**config.mk**
```make
export PLATFORM = sky130hd
export DESIGN_NAME = up_counter_ctrl
export DESIGN_NICKNAME = d
export VERILOG_FILES = /design/src/rtl/counter_pkg.sv /design/src/rtl/tick_prescaler.sv /design/src/rtl/up_counter_ctrl.sv
export SDC_FILE = /design/constraint.sdc
export NUM_CORES = 1
export LEC_CHECK = 0
export ABC_AREA = 1
export CORE_MARGIN = 4
export CORE_UTILIZATION = 50
export CTS_CLUSTER_DIAMETER = 40
export DETAILED_ROUTE_END_ITERATION = 12
export PLACE_DENSITY = 0.78
export SYNTH_ARGS = -nofsm -noshare
export SYNTH_HDL_FRONTEND = slang
export SYNTH_SLANG_ARGS = --single-unit
```
**constraint.sdc**
```tcl
create_clock -name clk -period 3.05 [get_ports clk]
set_input_delay 0.4575 -clock clk [delete_from_list [all_inputs] [get_ports clk]]
set_output_delay 0.4575 -clock clk [all_outputs]
set_load 0.02 [all_outputs]
```
**src/rtl/counter_pkg.sv**
```systemverilog
// Shared definitions for the counter library: FSM state encoding and default sizing.
package counter_pkg;

  typedef enum logic [1:0] {
    ST_IDLE = 2'b00,
    ST_RUN  = 2'b01,
    ST_DONE = 2'b10
  } state_t;

  localparam int DEFAULT_WIDTH    = 4;
  localparam int DEFAULT_PRESCALE = 1;

endpackage

```
**src/rtl/tick_prescaler.sv**
```systemverilog
// Divides the clock into one-cycle count ticks; tick is high on the last cycle of each period.
module tick_prescaler #(
  parameter int PRESCALE = 1
) (
  input  logic clk,
  input  logic reset,
  input  logic clear,
  input  logic enable,
  output logic tick
);

  // With PRESCALE=1 the count is pinned at 0, so tick reduces to enable.
  localparam int CW = (PRESCALE > 1) ? $clog2(PRESCALE) : 1;
  localparam logic [CW-1:0] LAST = CW'(PRESCALE - 1);

  logic [CW-1:0] r_count;

  always_ff @(posedge clk) begin
    if (reset || clear) begin
      r_count <= '0;
    end else if (enable) begin
      if (r_count == LAST) r_count <= '0;
      else                 r_count <= r_count + CW'(1);
    end
  end

  assign tick = enable && (r_count == LAST);

endmodule

```
**src/rtl/up_counter_ctrl.sv**
```systemverilog
// Programmable up-counting timer with start/stop FSM, one-shot or auto-reload, tc pulse and done flag.
module up_counter_ctrl
  import counter_pkg::*;
#(
  parameter int WIDTH    = DEFAULT_WIDTH,
  parameter int PRESCALE = DEFAULT_PRESCALE
) (
  input  logic             clk,
  input  logic             reset,
  input  logic             start,
  input  logic             stop,
  input  logic             auto_reload,
  input  logic [WIDTH-1:0] limit,
  output logic [WIDTH-1:0] counter,
  output logic             busy,
  output logic             tc,
  output logic             done
);

  state_t           r_state;
  logic [WIDTH-1:0] r_counter;
  logic [WIDTH-1:0] r_limit_q;
  logic             r_reload_q;
  logic             r_busy;
  logic             r_tc;
  logic             r_done;
  logic             w_tick;
  logic             w_pre_clear;
  logic             w_pre_enable;

  // Prescaler only runs in RUN; stop clears it in the same cycle so the discarded tick leaves no residue.
  assign w_pre_enable = (r_state == ST_RUN);
  assign w_pre_clear  = (r_state != ST_RUN) || stop;

  tick_prescaler #(
    .PRESCALE (PRESCALE)
  ) u_prescaler (
    .clk    (clk),
    .reset  (reset),
    .clear  (w_pre_clear),
    .enable (w_pre_enable),
    .tick   (w_tick)
  );

  always_ff @(posedge clk) begin
    if (reset) begin
      r_state    <= ST_IDLE;
      r_counter  <= '0;
      r_limit_q  <= '0;
      r_reload_q <= 1'b0;
      r_busy     <= 1'b0;
      r_tc       <= 1'b0;
      r_done     <= 1'b0;
    end else begin
      r_tc <= 1'b0;
      case (r_state)
        ST_IDLE: begin
          if (start && !stop) begin
            r_state    <= ST_RUN;
            r_counter  <= '0;
            r_limit_q  <= limit;
            r_reload_q <= auto_reload;
            r_busy     <= 1'b1;
          end
        end
        ST_RUN: begin
          if (stop) begin
            r_state <= ST_IDLE;
            r_busy  <= 1'b0;
          end else if (w_tick) begin
            if (r_counter != r_limit_q) begin
              r_counter <= r_counter + WIDTH'(1);
            end else begin
              r_tc <= 1'b1;
              if (r_reload_q) begin
                r_counter <= '0;
              end else begin
                r_state <= ST_DONE;
                r_busy  <= 1'b0;
                r_done  <= 1'b1;
              end
            end
          end
        end
        ST_DONE: begin
          if (stop) begin
            r_state <= ST_IDLE;
            r_done  <= 1'b0;
          end else if (start) begin
            r_state    <= ST_RUN;
            r_counter  <= '0;
            r_limit_q  <= limit;
            r_reload_q <= auto_reload;
            r_busy     <= 1'b1;
            r_done     <= 1'b0;
          end
        end
        default: begin
          r_state <= ST_IDLE;
          r_busy  <= 1'b0;
          r_done  <= 1'b0;
        end
      endcase
    end
  end

  assign counter = r_counter;
  assign busy    = r_busy;
  assign tc      = r_tc;
  assign done    = r_done;

endmodule

```
==> impl_results.md, run 1 <==
* Status: completed
* Most numerous cell in the Yosys netlist: nand2_1
* Hold-fix buffers, CTS at 0
* TritonCTS Sinks at 14
* Reg2reg start: counter[0]$_SDFFE_PP0P_
* Largest net degree at the start of global routing at 17
* Setup violators final at 0
* Adder-cell share of the synthesized area at 0.0163
* Core Area at 0.00137 mm2
* DIE WIDTH at 47.2 um
* CTS tree: done
* Hold Startpoint: done$_SDFFE_PP0P_
* WP buf/inv at 1
* Reg area at 280 um2
* Diode count at 0
* Max-Cap Viols at 0
* RSZ-0062 raised after global routing: false
* Layout fillers at 118
* Initial Util at 0.561
* Crit path depth at 1
* Dominant synthesized flop cell: dfxtp_1
* Post-route DRC violation count at 0
* Worst Clk Skew at 0.00319 ns
* First-pass GRT wire length at 2640 um
* Max-slew violations at 0
* Share of layout cells above drive strength 1 at 0.281
* Final cell count without fillers at 136
* Io pins at 16
* IO buf count at 15
* Mapped Area at 767 um2
* CP max FO at 6
* Cell variety after synth at 21
* Fraction of the mapped netlist area in simple logic gates at 0.388
* Post-synth top cells: nand2_1 (19), dfxtp_1 (14), inv_1 (9), a21oi_1 (8)
* CP Capture Type: output pin
* Syn avg cell area at 7.45 um2
* Worst Setup SP: counter[0]$_SDFFE_PP0P_
* Post-synthesis mux area share at 0
* Slew margin rel. at 0.815
* Post-synth EDFFs at 0
* Critical-path top delay cell: clkdlybuf4s50_1
* Met1 WL at 758 um
* Worst hold slack at 0.467 ns
* Routed WL at 1550 um
* GRT overflow at 0
* Hpwl dp at 1140 um
* Peak per-stage delay on the critical path at 0.65 ns
* Largest family of logic cells by synthesized area: simple AND/OR/NAND/NOR gates
* Total Routing Usage GR at 0.170
* Placed insts at 132
* Tightest Hold Check Type: reg -> reg
* Post-cts sizing count at 0
* Leakage at 0.403 nW
* Xor/xnor share of the synthesized area at 0.0228
* Max clock buf depth at 2
* Worst Path Arrival at 1.38 ns
* Routed wl met3 at 70 um
* CP top delay family: buffers and inverters
* Synth Area in Compound Gates at 0.108
* Via count at 654
* Seq cells post-synth at 14
* Root Buffer: clkbuf_4
* Pwr Density at 453 mW/mm2
* Fin crit share at 0.604
* Final Critical Period at 1.84 ns
* Worst path required time at 2.59 ns
* Area delta synth->final at 25.8%
* Setup CP Type: reg -> out
* Vert. Die Dim at 47.2 um
* Post-synth top area share at 0.365
* Post-route antenna net violation count at 0
* Yosys Warn Count at 0
* Worst setup SP type: flop
* Via/cell ratio at 4.81
* Mean routed wirelength per cell at 11.4 um
* CP Cell Sequence: clkdlybuf4s50_1
* # rows at 13
* Top cells by area, synth: dfxtp_1 (37%), nand2_1 (9.3%), nor2_4 (5.9%), nor2_2 (5.7%), a21oi_1 (5.2%)
* Mapped Cells at 103
* Async SR Flop Fraction at 0
* TritonCTS buffer count at 3
* VDD IR max at 0.224 mV
* TritonRoute pass-1 iters at 2
* Initial antenna violation count at 0
* DR iter-0 viols at 9
* Clk Latency, worst-skew pair at 0.28 ns
* Worst reg-to-reg path cell count at 9
* WL met2 at 695 um
* Setup TNS Final at 0 ns
* Total setup buffers inserted after CTS at 0
* Routability-driven placement congestion ratio at 0.738
* Hold Path Depth at 2
* Top Layer Used: met4
* Worst Tran Pin Value at 0.277 ns
* Fin. Hold Viols at 0
* Area taken by multi-input logic gates at 410 um2
* Die ar. at 0.00222 mm2
* Vias in the first global route at 625
* F_max at 543 MHz
* Nets at 132
* Clock slew at reported path FFs at 0.09 ns
* Sequential-to-total area share from yosys stat at 0.365
* Maximum level of the CTS H-tree at 1
* Synthesized Nets at 113
* Leading area contributor after synthesis: dfxtp_1
==> registers in the layout, indices dropped and copies added, names as in the netlist <==
name        flops
tc              1
busy            1
r_state         2
done            1
r_reload_q      1
counter         4
r_limit_q       4
==> cells by family (layout without fill, tap and decap cells) <==
kind of cell / Yosys count / count (layout)
simple gates: 53 / 53
fa+ha+maj: 1 / 1
compound gates: 15 / 15
xor+xnor: 2 / 2
flops: 14 / 14
buf+inv: 18 / 36
==> path summary, 6_finish.rpt <==
path                                   to  slack [ns]
hold reg to reg         done$_SDFFE_PP0P_        0.47
setup reg to reg  counter[3]$_SDFFE_PP0P_        1.76
hold / removal          done$_SDFFE_PP0P_        0.47
setup / recovery               counter[0]        1.21
==> stage by stage <==
step                instance area (um2)  worst slack [ns]  utilization  total power, mW
CTS                                 965              1.20        0.706            0.441
finish                              965              1.21        0.706            0.437
global route                        965              1.14        0.706            0.462
floorplan                           767              1.79            -            0.275
detailed placement                  928              1.32        0.679            0.306
global placement                    928              1.36        0.679            0.305
==> cell type report <==
type	instances	area share
Sequential cell	14	0.291
Tap cell	15	0.0195
Inverter	17	0.0713
Timing Repair Buffer	15	0.156
Multi-Input combinational cell	71	0.425
Clock buffer	4	0.0376
==> placed cells by master (no fill, tap or decap), drive strengths merged <==
cell type and n:
a31o 1, clkbuf 4, nand3 9, xor2 1
nand2 26, ha 1, o21ai 5, inv 17
dfxtp 14, xnor2 1, nor2 17, clkdlybuf4s50 15
nor4 1, a21oi 9
==> power breakdown <==
part           internal (mW)  switching, mW
registers              0.193        0.00928
logic                 0.0427         0.0569
clock network         0.0727         0.0626
==> per-layer routing <==
layer | vias to the layer above | track usage
met2 | 11 | 0.249
met5 | - | 0
met3 | 4 | 0.0383
li1 | 356 | -
met4 | 0 | 0.0829
met1 | 283 | 0.233
(Power assumes the default switching activity.)
==> run 2, diff against run 1 <==
- CORE_UTILIZATION: 50 -> 48
- PLACE_DENSITY: 0.78 -> 0.76
- clock period: 3.05 -> 1.71 ns (I/O delays scaled with it)
==> impl_results.md, run 2 (synthesis results as in run 1) <==
* Worst Tran Pin Value at 0.227 ns
* Routability-driven placement congestion ratio at 0.713
* Most frequent cells in the layout: nand2_1 (19), clkdlybuf4s50_1 (15), dfxtp_1 (14)
* Peak per-stage delay on the critical path at 0.65 ns
* Tightest Hold Check Type: reg -> reg
* Largest net degree at the start of global routing at 17
* Critical-path top delay cell: clkdlybuf4s50_1
* Vert. Die Dim at 48.0 um
* Initial antenna violation count at 0
* TritonRoute pass-1 iters at 4
* Clock power share at 0.305
* Setup CP Type: reg -> out
* Total Routing Usage GR at 0.146
* Max-slew violations at 0
* Worst Clk Skew at 0.00158 ns
* Part of the power in registers at 0.463
* CP max FO at 6
* Clk Latency, worst-skew pair at 0.27 ns
* TritonCTS buffer count at 3
* CP top delay family: buffers and inverters
* Worst Path Arrival at 1.37 ns
* WP buf/inv at 1
* Io pins at 16
* Setup violators final at 0
* Pwr Density at 799 mW/mm2
* Final Critical Period at 1.63 ns
* Via count at 665
* Reg area at 280 um2
* Fin. Hold Viols at 0
* Max clock buf depth at 2
* Share of layout cells above drive strength 1 at 0.287
* Post-route antenna net violation count at 0
* Routed WL at 1500 um
* Worst path required time at 1.45 ns
* Core Area at 0.00151 mm2
* First-pass GRT wire length at 2380 um
* Layout fillers at 142
* CP Capture Type: output pin
* RSZ-0062 raised after global routing: false
* NetSw at 0.227 mW
* Area taken by multi-input logic gates at 410 um2
* Total setup buffers inserted after CTS at 0
* Sw Share at 0.292
* DR iter-0 viols at 6
* CP Cell Sequence: clkdlybuf4s50_1
* Hpwl dp at 1160 um
* Worst setup SP type: flop
* Slew margin rel. at 0.848
* VDD IR max at 0.514 mV
* Diode count at 0
* DIE WIDTH at 48.0 um
* Die ar. at 0.00230 mm2
* Initial Util at 0.509
* F_max at 614 MHz
* Most common cell after layout, fill and taps aside: nand2_1
* Fin crit share at 0.952
* Root Buffer: clkbuf_4
* Hold-fix buffers, CTS at 0
* Worst hold slack at 0.463 ns
* Post-route DRC violation count at 0
* Setup TNS Final at 0 ns
* Leakage at 0.408 nW
* Clock slew at reported path FFs at 0.09 ns
* Maximum level of the CTS H-tree at 1
* Status: completed
* Max-Cap Viols at 0
* TritonCTS Sinks at 14
* IO buf count at 15
* Via/cell ratio at 4.82
* Mean routed wirelength per cell at 10.9 um
* GRT overflow at 0
* Area delta synth->final at 26.9%
* Pint at 0.551 mW
* Vias in the first global route at 576
* Nets at 133
* Post-cts sizing count at 0
* CTS tree: done
* # rows at 14
* Comb power frac at 0.232
-- run 2: cell type report --
cell class / instances / share of cell area
multi-input cells: 71 / 0.422
flip-flops and latches: 14 / 0.288
repair buffers: 16 / 0.162
inverters: 17 / 0.0707
clock buffers: 4 / 0.0373
well taps: 16 / 0.0206
-- run 2: per-stage QoR --
step	cells	setup slack, ns	instance area [um2]	utilization	total power [mW]
2_1_floorplan	103	0.447	767	-	0.490
3_3_place_gp	134	0.217	937	0.622	0.545
3_5_place_dp	134	0.191	937	0.622	0.549
4_1_cts	138	0.0688	973	0.646	0.784
5_1_grt	138	0.0230	973	0.646	0.818
6_report	138	0.0818	973	0.646	0.777
-- run 2: per-layer routing --
metal | GRT usage | vias to the layer above | wire (um)
li1 | - | 360 | -
met1 | 0.199 | 294 | 746
met2 | 0.219 | 9 | 686
met3 | 0.0451 | 2 | 52
met4 | 0.0484 | 0 | 17
met5 | 0 | - | 0
-- run 2: worst paths after layout --
kind / from / end / slack [ns] / cells past startpoint
setup / recovery: counter[0]$_SDFFE_PP0P_ / counter[0] / 0.08 / 1
setup reg to reg: counter[0]$_SDFFE_PP0P_ / counter[0]$_SDFFE_PP0P_ / 0.43 / 9
hold reg to reg: done$_SDFFE_PP0P_ / done$_SDFFE_PP0P_ / 0.46 / 2
hold / removal: done$_SDFFE_PP0P_ / done$_SDFFE_PP0P_ / 0.46 / 2
-- run 2: power groups by stage --
stage | registers [mW] | clock network (mW) | logic (mW)
5_1_grt | 0.362 | 0.258 | 0.197
2_1_floorplan | 0.374 | 0 | 0.116
4_1_cts | 0.360 | 0.242 | 0.182
3_3_place_gp | 0.367 | 0 | 0.179
6_report | 0.360 | 0.237 | 0.181
3_5_place_dp | 0.368 | 0 | 0.181
==> run 3, diff against run 2 <==
- CORE_MARGIN: 4 -> 2
==> impl_results.md, run 3 (synthesis results as in run 1) <==
* Mean routed wirelength per cell at 12.0 um
* WL met2 at 793 um
* Nets at 133
* F_max at 605 MHz
* Post-route antenna net violation count at 0
* Diode count at 0
* Critical-path top delay cell: clkdlybuf4s50_1
* Pint at 0.551 mW
* Tightest Hold Check Type: reg -> reg
* NetSw at 0.240 mW
* Routed wl met3 at 81 um
* Hold-fix buffers, CTS at 0
* Pwr Density at 813 mW/mm2
* Slew margin rel. at 0.850
* Vert. Die Dim at 44.0 um
* Most common cell after layout, fill and taps aside: nand2_1
* Total Routing Usage GR at 0.208
* Most frequent cells in the layout: nand2_1 (19), clkdlybuf4s50_1 (15), dfxtp_1 (14)
* Worst Setup SP: counter[0]$_SDFFE_PP0P_
* Vias in the first global route at 680
* Root Buffer: clkbuf_4
* Part of the power in registers at 0.456
* Post-route DRC violation count at 0
* TritonCTS Sinks at 14
* Initial Util at 0.509
* GRT overflow at 0
* Max clock buf depth at 2
* Maximum level of the CTS H-tree at 1
* Layout fillers at 131
* Worst Clk Skew at 0.00209 ns
* CP Cell Sequence: clkdlybuf4s50_1
* CP max FO at 6
* Setup CP Type: reg -> out
* Worst Path Arrival at 1.40 ns
* Worst path required time at 1.45 ns
* Area delta synth->final at 26.9%
* CTS tree: done
* Final Critical Period at 1.65 ns
* Core Area at 0.00151 mm2
* TritonCTS buffer count at 3
* RSZ-0062 raised after global routing: false
* Routed WL at 1650 um
* Top Layer Used: met4
* DR iter-0 viols at 10
* Status: completed
* Reg2reg start: counter[0]$_SDFFE_PP0P_
* Total setup buffers inserted after CTS at 0
* DIE WIDTH at 44.0 um
* Io pins at 16
* Via/cell ratio at 5.14
* TritonRoute pass-1 iters at 4
* Setup TNS Final at 0 ns
* CP Capture Type: output pin
* WP buf/inv at 1
* Final core occ at 0.646
* Met1 WL at 735 um
* CP top delay family: buffers and inverters
* Largest net degree at the start of global routing at 17
* VDD IR max at 0.429 mV
* First-pass GRT wire length at 2820 um
* Clock power share at 0.312
* Max-slew violations at 0
* Comb power frac at 0.232
* Peak per-stage delay on the critical path at 0.65 ns
* Routability-driven placement congestion ratio at 0.810
* Worst setup SP type: flop
* Clock slew at reported path FFs at 0.09 ns
* Hpwl dp at 1180 um
* Leakage at 0.408 nW
* Max-Cap Viols at 0
* Fin. Hold Viols at 0
* Sw Share at 0.303
* IO buf count at 15
* Initial antenna violation count at 0
* Die ar. at 0.00193 mm2
* Post-cts sizing count at 0
* Worst Tran Pin Value at 0.223 ns
* Share of layout cells above drive strength 1 at 0.287
* Via count at 709
* Clk Latency, worst-skew pair at 0.29 ns
* # rows at 14
* Fin crit share at 0.966
* Setup violators final at 0
* Hold Startpoint: done$_SDFFE_PP0P_
## run 3: power groups by stage
stage | Clock [mW] | Combinational [mW] | Sequential [mW]
2_1_floorplan | 0 | 0.116 | 0.374
3_3_place_gp | 0 | 0.178 | 0.367
3_5_place_dp | 0 | 0.182 | 0.368
4_1_cts | 0.252 | 0.184 | 0.360
5_1_grt | 0.267 | 0.202 | 0.363
6_report | 0.247 | 0.184 | 0.361
## run 3: path summary, 6_finish.rpt
check / cells past startpoint / endpoint / slack, ns
worst min register to register: 2 / done$_SDFFE_PP0P_ / 0.46
worst max register to register: 9 / counter[1]$_SDFFE_PP0P_ / 0.42
worst max-delay path: 1 / counter[0] / 0.06
worst min-delay path: 2 / done$_SDFFE_PP0P_ / 0.46
## run 3: worst reg2reg max path, stage by stage, from the launching register on
cell and delay, ns:
dfxtp_1 0.46, inv_2 0.06, nand2_1 0.05, nand2_1 0.07, nor2_4 0.12, nand3_2 0.10
nand2_4 0.10, nand3_1 0.10, nand2_1 0.09, nor2_2 0.04
## run 3: layer usage
layer / track usage / vias up
li1: - / 364
met5: 0 / -
met1: 0.239 / 320
met2: 0.353 / 20
met4: 0.109 / 0
met3: 0.0500 / 5
## run 3: stage by stage
step,instance area [um2],instances,hold slack [ns],setup slack (ns),total power [mW]
floorplan,767,103,0.319,0.447,0.490
global placement,937,134,0.448,0.215,0.546
detailed placement,937,134,0.452,0.183,0.549
CTS,973,138,0.465,0.0536,0.796
global route,973,138,0.497,0.00702,0.832
finish,973,138,0.463,0.0580,0.791
## run 3: area by class of cell
type                       count  area [um2]  share of cell area
timing repair buffer          16         158               0.162
tap                           16        20.0              0.0206
multi-input combinational     71         410               0.422
inverter                      17        68.8              0.0707
clock buffer                   4        36.3              0.0373
sequential                    14         280               0.288
